--- src/rtl/anton_neopixel_sequencer_pkg.sv ---
// Shared definitions for the NeoPixel sequencer: the common header macros
// (anton_common.vh contents) plus the FSM state type and index limits.
`ifndef ANTON_COMMON_VH
`define ANTON_COMMON_VH
`define ENUM_STATE_TRANSMIT 1'b1
`define ENUM_STATE_RESET    1'b0
`define BUFFER_END_DEFAULT  63
`define CLOG2(x)            $clog2(x)
`define ENUM_FSM_IDLE       2'd0
`define ENUM_FSM_TRANSMIT   2'd1
`define ENUM_FSM_GAP        2'd2
`endif

package anton_neopixel_sequencer_pkg;

    typedef enum logic [1:0] {
        IDLE     = `ENUM_FSM_IDLE,
        TRANSMIT = `ENUM_FSM_TRANSMIT,
        GAP      = `ENUM_FSM_GAP
    } seqState_t;

    localparam logic [2:0] PATTERN_LAST = 3'd7;
    localparam logic [4:0] BIT_LAST     = 5'd23;
    localparam int         BYTES_PER_PIXEL_32 = 4;

endpackage

--- src/rtl/anton_neopixel_prescaler.sv ---
// Slot prescaler: counts 0..CLK_DIV-1 while enabled, holds 0 otherwise.
// tick marks the last clk of each pattern slot.
module anton_neopixel_prescaler #(
    parameter int CLK_DIV = 8
) (
    input  logic clk,
    input  logic resetn,
    input  logic enable,
    output logic tick
);
    localparam int CW = (CLK_DIV > 1) ? $clog2(CLK_DIV) : 1;
    localparam logic [CW-1:0] COUNT_LAST = CW'(CLK_DIV - 1);

    logic [CW-1:0] count;

    always_ff @(posedge clk or negedge resetn) begin
        if (!resetn) begin
            count <= '0;
        end else if (!enable || count == COUNT_LAST) begin
            count <= '0;
        end else begin
            count <= count + CW'(1);
        end
    end

    assign tick = enable && (count == COUNT_LAST);

endmodule

--- src/rtl/anton_neopixel_sequencer.sv ---
// NeoPixel frame sequencer: walks pixel/bit/slot indices through a frame, then a
// low reset gap. Optional frame counter enabled by ANTON_NEOPIXEL_FRAME_COUNT_EN.
module anton_neopixel_sequencer
    import anton_neopixel_sequencer_pkg::*;
#(
    parameter  int BUFFER_END  = `BUFFER_END_DEFAULT,
    parameter  int CLK_DIV     = 8,
    parameter  int RESET_SLOTS = 400,
    localparam int BUFFER_BITS = `CLOG2(BUFFER_END + 1)
) (
    input  logic                   clk,
    input  logic                   resetn,
    input  logic                   regCtrlRun,
    input  logic                   regCtrlLoop,
    input  logic                   regCtrl32bit,
    input  logic [BUFFER_BITS-1:0] regLimit,
    output logic                   state,
    output logic [BUFFER_BITS-1:0] pixelIndex,
    output logic [4:0]             pixelBitIndex,
    output logic [2:0]             bitPatternIndex,
    output logic                   frameDone,
    output logic [15:0]            frameCount
);
    localparam int GW = (RESET_SLOTS > 1) ? $clog2(RESET_SLOTS) : 1;
    localparam logic [GW-1:0] GAP_LAST = GW'(RESET_SLOTS - 1);
    localparam logic [BUFFER_BITS-1:0] INDEX_MAX = BUFFER_BITS'(BUFFER_END);
    localparam logic [BUFFER_BITS-1:0] STEP_32 = BUFFER_BITS'(BYTES_PER_PIXEL_32);

    seqState_t              fsm;
    logic [GW-1:0]          gapCount;
    logic                   mode32;
    logic [BUFFER_BITS-1:0] limitL;
    logic                   tick;
    logic                   prescaleEn;
    logic                   lastPixel;
    logic [BUFFER_BITS-1:0] limitClamped;

    // Dropping enable for the abort clk restarts the prescaler so the gap is full length.
    assign prescaleEn = ((fsm == TRANSMIT) && regCtrlRun) || (fsm == GAP);

    anton_neopixel_prescaler #(
        .CLK_DIV(CLK_DIV)
    ) uPrescaler (
        .clk   (clk),
        .resetn(resetn),
        .enable(prescaleEn),
        .tick  (tick)
    );

    assign limitClamped = (regLimit > INDEX_MAX) ? INDEX_MAX : regLimit;

    // In 32-bit mode a pixel spans four bytes, so only the word index matters.
    assign lastPixel = mode32 ? ((pixelIndex >> 2) == (limitL >> 2))
                              : (pixelIndex == limitL);

    always_ff @(posedge clk or negedge resetn) begin
        if (!resetn) begin
            fsm             <= IDLE;
            pixelIndex      <= '0;
            pixelBitIndex   <= '0;
            bitPatternIndex <= '0;
            gapCount        <= '0;
            mode32          <= 1'b0;
            limitL          <= '0;
        end else begin
            case (fsm)
                IDLE: begin
                    if (regCtrlRun) begin
                        fsm             <= TRANSMIT;
                        mode32          <= regCtrl32bit;
                        limitL          <= limitClamped;
                        pixelIndex      <= '0;
                        pixelBitIndex   <= '0;
                        bitPatternIndex <= '0;
                    end
                end
                TRANSMIT: begin
                    if (!regCtrlRun) begin
                        fsm             <= GAP;
                        pixelIndex      <= '0;
                        pixelBitIndex   <= '0;
                        bitPatternIndex <= '0;
                        gapCount        <= '0;
                    end else if (tick) begin
                        if (bitPatternIndex != PATTERN_LAST) begin
                            bitPatternIndex <= bitPatternIndex + 3'd1;
                        end else begin
                            bitPatternIndex <= '0;
                            if (pixelBitIndex != BIT_LAST) begin
                                pixelBitIndex <= pixelBitIndex + 5'd1;
                            end else begin
                                pixelBitIndex <= '0;
                                if (lastPixel) begin
                                    fsm        <= GAP;
                                    pixelIndex <= '0;
                                    gapCount   <= '0;
                                end else if (mode32) begin
                                    pixelIndex <= pixelIndex + STEP_32;
                                end else begin
                                    pixelIndex <= pixelIndex + BUFFER_BITS'(1);
                                end
                            end
                        end
                    end
                end
                GAP: begin
                    if (tick) begin
                        if (gapCount == GAP_LAST) begin
                            gapCount <= '0;
                            if (regCtrlRun && regCtrlLoop) begin
                                fsm             <= TRANSMIT;
                                mode32          <= regCtrl32bit;
                                limitL          <= limitClamped;
                                pixelIndex      <= '0;
                                pixelBitIndex   <= '0;
                                bitPatternIndex <= '0;
                            end else begin
                                fsm <= IDLE;
                            end
                        end else begin
                            gapCount <= gapCount + GW'(1);
                        end
                    end
                end
                default: begin
                    fsm <= IDLE;
                end
            endcase
        end
    end

    assign state     = (fsm == TRANSMIT) ? `ENUM_STATE_TRANSMIT : `ENUM_STATE_RESET;
    assign frameDone = (fsm == GAP) && tick && (gapCount == GAP_LAST);

`ifdef ANTON_NEOPIXEL_FRAME_COUNT_EN
    logic [15:0] frameCountQ;

    always_ff @(posedge clk or negedge resetn) begin
        if (!resetn) begin
            frameCountQ <= '0;
        end else if (frameDone) begin
            frameCountQ <= frameCountQ + 16'd1;
        end
    end

    assign frameCount = frameCountQ;
`else
    assign frameCount = '0;
`endif

endmodule
--- config.mk ---
export PLATFORM = sky130hd
export DESIGN_NAME = anton_neopixel_sequencer
export DESIGN_NICKNAME = d
export VERILOG_FILES = /design/src/rtl/anton_neopixel_sequencer_pkg.sv /design/src/rtl/anton_neopixel_prescaler.sv /design/src/rtl/anton_neopixel_sequencer.sv
export SDC_FILE = /design/constraint.sdc
export NUM_CORES = 1
export LEC_CHECK = 0
export CORE_UTILIZATION = 52
export CTS_CLUSTER_SIZE = 8
export DETAILED_ROUTE_END_ITERATION = 10
export PLACE_DENSITY = 0.86
export SLEW_MARGIN = 0
export SYNTH_ARGS = -nofsm -noshare
export SYNTH_HDL_FRONTEND = slang
export SYNTH_SLANG_ARGS = --single-unit
--- constraint.sdc ---
create_clock -name clk -period 2.3 [get_ports clk]
set_clock_uncertainty 0.1 [all_clocks]
set_input_delay 0.23 -clock clk [delete_from_list [all_inputs] [get_ports clk]]
set_output_delay 0.23 -clock clk [all_outputs]
set_load 0.005 [all_outputs]
==> After elaboration in Yosys (flattened, before gate mapping) <==
Cells that the tools add are included.
{ "op_classes": {"n_addsub": 6, "order_cmp": 1, "n_eq_ne": 16, "muxes": 60, "reduce_logical": 18} }
{ "ops": {"columns": ["operator", "n"], "rows": [
  ["$mux 6", 15],
  ["$mux 9", 7],
  ["$mux 5", 8],
  ["$mux 3", 8],
  ["$pmux 6 s3", 1],
  ["$pmux 9 s2", 1],
  ["$mux 2", 8],
  ["$ne 3x3->1 const B", 5],
  ["$pmux 5 s3", 1],
  ["$reduce_and 7->1", 2],
  ["$pmux 6 s2", 1],
  ["$reduce_and 6->1", 2],
  ["$add 9x1->9 const B", 1],
  ["$eq 9x9->1 const B", 1],
  ["$pmux 3 s3", 1],
  ["$reduce_and 8->1", 1],
  ["$mux 1", 7],
  ["$add 3x1->3 const B", 2],
  ["$add 6x1->6 const B", 1],
  ["$add 6x3->6 const B", 1],
  ["$eq 6x6->1", 1],
  ["$gt 6x6->1 const B", 1],
  ["$pmux 2 s3", 1],
  ["$add 5x1->5 const B", 1],
  ["15 further kinds", 23]
]} }
{ "word_totals": {"regBits": 35, "input_bits": 11, "out_inout_bits": 32, "word_cells": 109} }

==> Longest topological paths before layout <==
{ "depth": {"depth_word": 8, "ltp_mapped": 7} }

==> Cells and area by module <==
Synthesis repeated with hierarchy kept, for this count alone.
{ "unflattened": {"hier_cells": 214, "area_unflattened_um2": 2165.8} }
{ "by_module_without_submodules": {"columns": ["module", "n_inst", "cells_per_inst", "area_each_um2"], "rows": [
  ["anton_neopixel_sequencer", 1, 205, 2028.2],
  ["anton_neopixel_prescaler", 1, 9, 137.6]
]} }

==> Worst setup path after synthesis <==
OpenSTA, ideal clock, no wires.
{ "synth_timing": {"path_type": "reg-to-reg", "from": "reg uPrescaler.count[0]", "to": "reg limitL[0]", "setup_ns": 0.125, "t_arrival_ns": 1.863, "path_slack_ns": 0.212, "path_stages_with_launch": 8, "path_buffers": 0, "synth_period_minus_slack_ns": 2.088, "cell_sequence": "dfrtp_1 -> ha_1 -> ha_1 -> inv_1 -> nor4_4 -> nand2_1 -> a21oi_4 -> mux2_2"} }
{ "synth_via": {"elab_chain_cells": 4} }
{ "synth_rtl": {"columns": ["element", "line_no", "rtl"], "rows": [
  ["start: declaration", "anton_neopixel_prescaler.sv:14", "logic [CW-1:0] count;"],
  ["start signal: assignment", "anton_neopixel_prescaler.sv:22", "count <= count + CW'(1);"],
  ["$eq 3x3->1", "anton_neopixel_prescaler.sv:26", "assign tick = enable && (count == COUNT_LAST);"],
  ["$logic_and 1x1->1", "anton_neopixel_prescaler.sv:26", null],
  ["$ne 2x2->1 (no line)", null, null],
  ["$reduce_and 5->1 (no line)", null, null],
  ["end signal: assignment", "anton_neopixel_sequencer.sv:71", "limitL <= limitClamped;"],
  ["end signal: assignment", "anton_neopixel_sequencer.sv:113", "limitL <= limitClamped;"],
  ["end: declaration", "anton_neopixel_sequencer.sv:32", "logic [BUFFER_BITS-1:0] limitL;"]
]} }
No other way between the ends.
A chain may end at the register's enable or synchronous reset.

==> Worst setup path in the final report <==
{ "layout_timing": {"from": "reg uPrescaler.count[0]", "to": "reg mode32"} }
{ "layout_via": {"elab_chain_cells": 4} }
{ "layout_rtl": {"columns": ["element", "line_no", "rtl"], "rows": [
  ["$eq 3x3->1", "anton_neopixel_prescaler.sv:26", null],
  ["$logic_and 1x1->1", "anton_neopixel_prescaler.sv:26", null],
  ["$ne 2x2->1 (no line)", null, null],
  ["$reduce_and 5->1 (no line)", null, null],
  ["end signal: assignment", "anton_neopixel_sequencer.sv:70", "mode32 <= regCtrl32bit;"],
  ["end signal: assignment", "anton_neopixel_sequencer.sv:112", "mode32 <= regCtrl32bit;"],
  ["end: declaration", "anton_neopixel_sequencer.sv:31", "logic mode32;"]
]} }
No other way between the ends.

==> out/metrics.cfg <==
[placed_design]
post-place-ws_ns = 0.163
gp_congestion = 0.923
portBuffers = 26
dpl.cell_count = 302
dp_hpwl_mm = 3.28

[cells_and_area]
stdcell_count = 311
n_antenna_cell = 0
final_cell_mix = dfrtp_1 (34), clkdlybuf4s50_1 (25), nand2_1 (22)
drive_above_1_share_pct = 16.5
n_fill_cell = 337
nets = 281
final_common_cell = dfrtp_1
utilization_pct = 65.4
syn_to_final_growth_pct = 21.0

[timing]
max_freq_ghz = 0.450
slew_headroom_pct = 62.6
min_period_over_period_pct = 96.6
hold_viol = 0
fin_ws_ns = 0.0788
finalCriticalPeriod_ns = 2.22
final_max_slew_viol_count = 0
worst_slew_pin_slew_ns = 0.561
setup_viol = 0
rsz0062_at_grt = yes
hold_slack_ns = 0.260

[clock_tree]
cts_buffers = 5
clk_pin_slew_ns = 0.06
clk_latency_ns = 0.28
cts_tree = built
clk_path_buf_depth = 2
holdBufCountCts = 0
htreeDepth = 2
root_buffer = clkbuf_8
clock_sinks = 35

[yosys]
ys_seq_area_share_pct = 40.5
ys_warn_count = 0
synth_edf_count = 0
synth_flop_cell = dfrtp_1
synth_area_per_cell_um2 = 9.78
synth_area_leader_cell = dfrtp_1
synthCells = 221
ys_types = 51
syn_area_mm2 = 0.00216
synth_area_leaders = dfrtp_1 (41%), buf_4 (5.9%), o21ai_0 (4.9%)
ys_async_sr_fraction_pct = 100
synth_seq_cells = 35
synth_top_area_share_pct = 40.5

[routing]
vias = 1798
drc = 0
routed_wl_mm = 4.62
ant_nets = 0
via_per_inst = 5.78
drt_pass1_iterations = 4
wire_per_inst_um = 14.9
drt_iter0_drc = 77

[global_routing]
overflow = 0
grt_max_degree = 36
grtUsageTotal_pct = 23.2
grt_pass1_vias = 1702
grt_pass1_wl_mm = 7.65
antenna_found_initial = 0

[floorplan]
die_h_um = 66.5
die_w_um = 66.5
die_area_mm2 = 0.00442
core_area_mm2 = 0.00400
ios = 43
start_util_pct = 54.0
fp-row-count = 23

[worst_setup_path]
path_class = reg2reg
worst-path-max-fanout = 8
worstSetupStartpointType = flop
required_ns = 2.37
end_kind = flop
arrival_ns = 2.29

[outcome]
status = completed

[pwr]
power_density_mw_per_mm2 = 405
p_leak_nw = 1.22
peakVddDrop_mv = 0.323

[job]
max_cap_violations = 0

[hold_path]
hp-class = in2async

metal layers:
layer / share of wire (%) / track usage (%) / routed length [um] / vias up
li1: - / - / - / 847
met1: 44 / 27.5 / 2020 / 887
met3: 4.2 / 6.34 / 192 / 7
met2: 50 / 40.1 / 2330 / 57
met4: 1.7 / 7.98 / 78 / 0
met5: 0 / 0 / 0 / -
synth_stat cells, drive strengths merged, types with 2 or more instances:
master  number
dfrtp       35
o21ai       24
nand2       23
buf         19
nor2        14
ha           8
inv          8
mux2         7
a21oi        6
nand2b       6
nand3        6
xor2         6
a21o         5
a22o         5
o31ai        5
and2         3
and3         3
nand4        3
nand4b       3
nor2b        3
o22ai        3
a31oi        2
a32o         2
clkbuf       2
nor4         2
o221ai       2
xnor2        2
where the power goes:
| group | internal, mW | switching [mW] |
|---|---|---|
| logic | 0.0185 | 0.0251 |
| clock network | 0.201 | 0.198 |
| registers | 0.616 | 0 |
logic make-up (layout without fill, tap and decap cells):
| group | Yosys count | in the layout | share of synthesized area [%] |
|---|---|---|---|
| buf+inv | 29 | 54 | 8.11 |
| fa+ha+maj | 8 | 8 | 4.63 |
| compound gates | 61 | 61 | 20.0 |
| other cells | 1 | 16 | 0.174 |
| mux | 7 | 7 | 3.65 |
| xor+xnor | 8 | 8 | 3.24 |
| simple gates | 72 | 72 | 19.7 |
| flops | 35 | 35 | 40.5 |
registers in the layout (all words and copies together) (netlist names):
name / count
gapCount: 9
limitL: 6
pixelIndex: 6
pixelBitIndex: 5
bitPatternIndex: 3
uPrescaler.count: 3
fsm: 2
mode32: 1
worst paths after layout:
check	startpoint	end	slack [ns]	cells after the start
max	uPrescaler.count[0]$_DFF_PN0_	mode32$_DFFE_PN0P_	0.08	9
min	resetn	pixelBitIndex[0]$_DFFE_PN0P_	0.26	2
max reg2reg	uPrescaler.count[0]$_DFF_PN0_	mode32$_DFFE_PN0P_	0.08	9
min reg2reg	uPrescaler.count[0]$_DFF_PN0_	uPrescaler.count[0]$_DFF_PN0_	0.34	1
max in group asynchronous	resetn	gapCount[4]$_DFFE_PN0P_	1.51	2
min in group clk	uPrescaler.count[0]$_DFF_PN0_	uPrescaler.count[0]$_DFF_PN0_	0.34	1
layout make-up:
type | instances | area (um^2) | share of cell area (%)
sequential | 35 | 877 | 33.5
tap | 50 | 62.6 | 2.39
clock buffer | 6 | 72.6 | 2.78
timing repair buffer | 40 | 368 | 14.1
inverter | 8 | 30.0 | 1.15
multi-input combinational | 172 | 1200 | 46.1
through the flow:
stage | cell area (um^2) | total power, mW | setup TNS, ns
2_1_floorplan | 2220 | 0.658 | 0
3_3_place_gp | 2480 | 0.670 | 0
3_5_place_dp | 2480 | 0.671 | 0
4_1_cts | 2570 | 1.07 | 0
5_1_grt | 2620 | 1.10 | -0.0840
6_report | 2620 | 1.06 | 0
timing repair:
action | CTS | global route
resized for setup | 2 | 9
endpoints found under the setup margin | 1 | 5
pin swaps | 2 | 4
setup buffers | 2 | 1
critical path, stage by stage, from the launching register on:
cell and delay, ns:
dfrtp_1 0.35, ha_1 0.15, ha_2 0.19, inv_2 0.07
nor4_4 0.28, buf_4 0.15, buf_4 0.10, nand2_1 0.07
a21oi_4 0.27, mux2_2 0.37
Note: power is estimated with default switching activity, not from simulation.
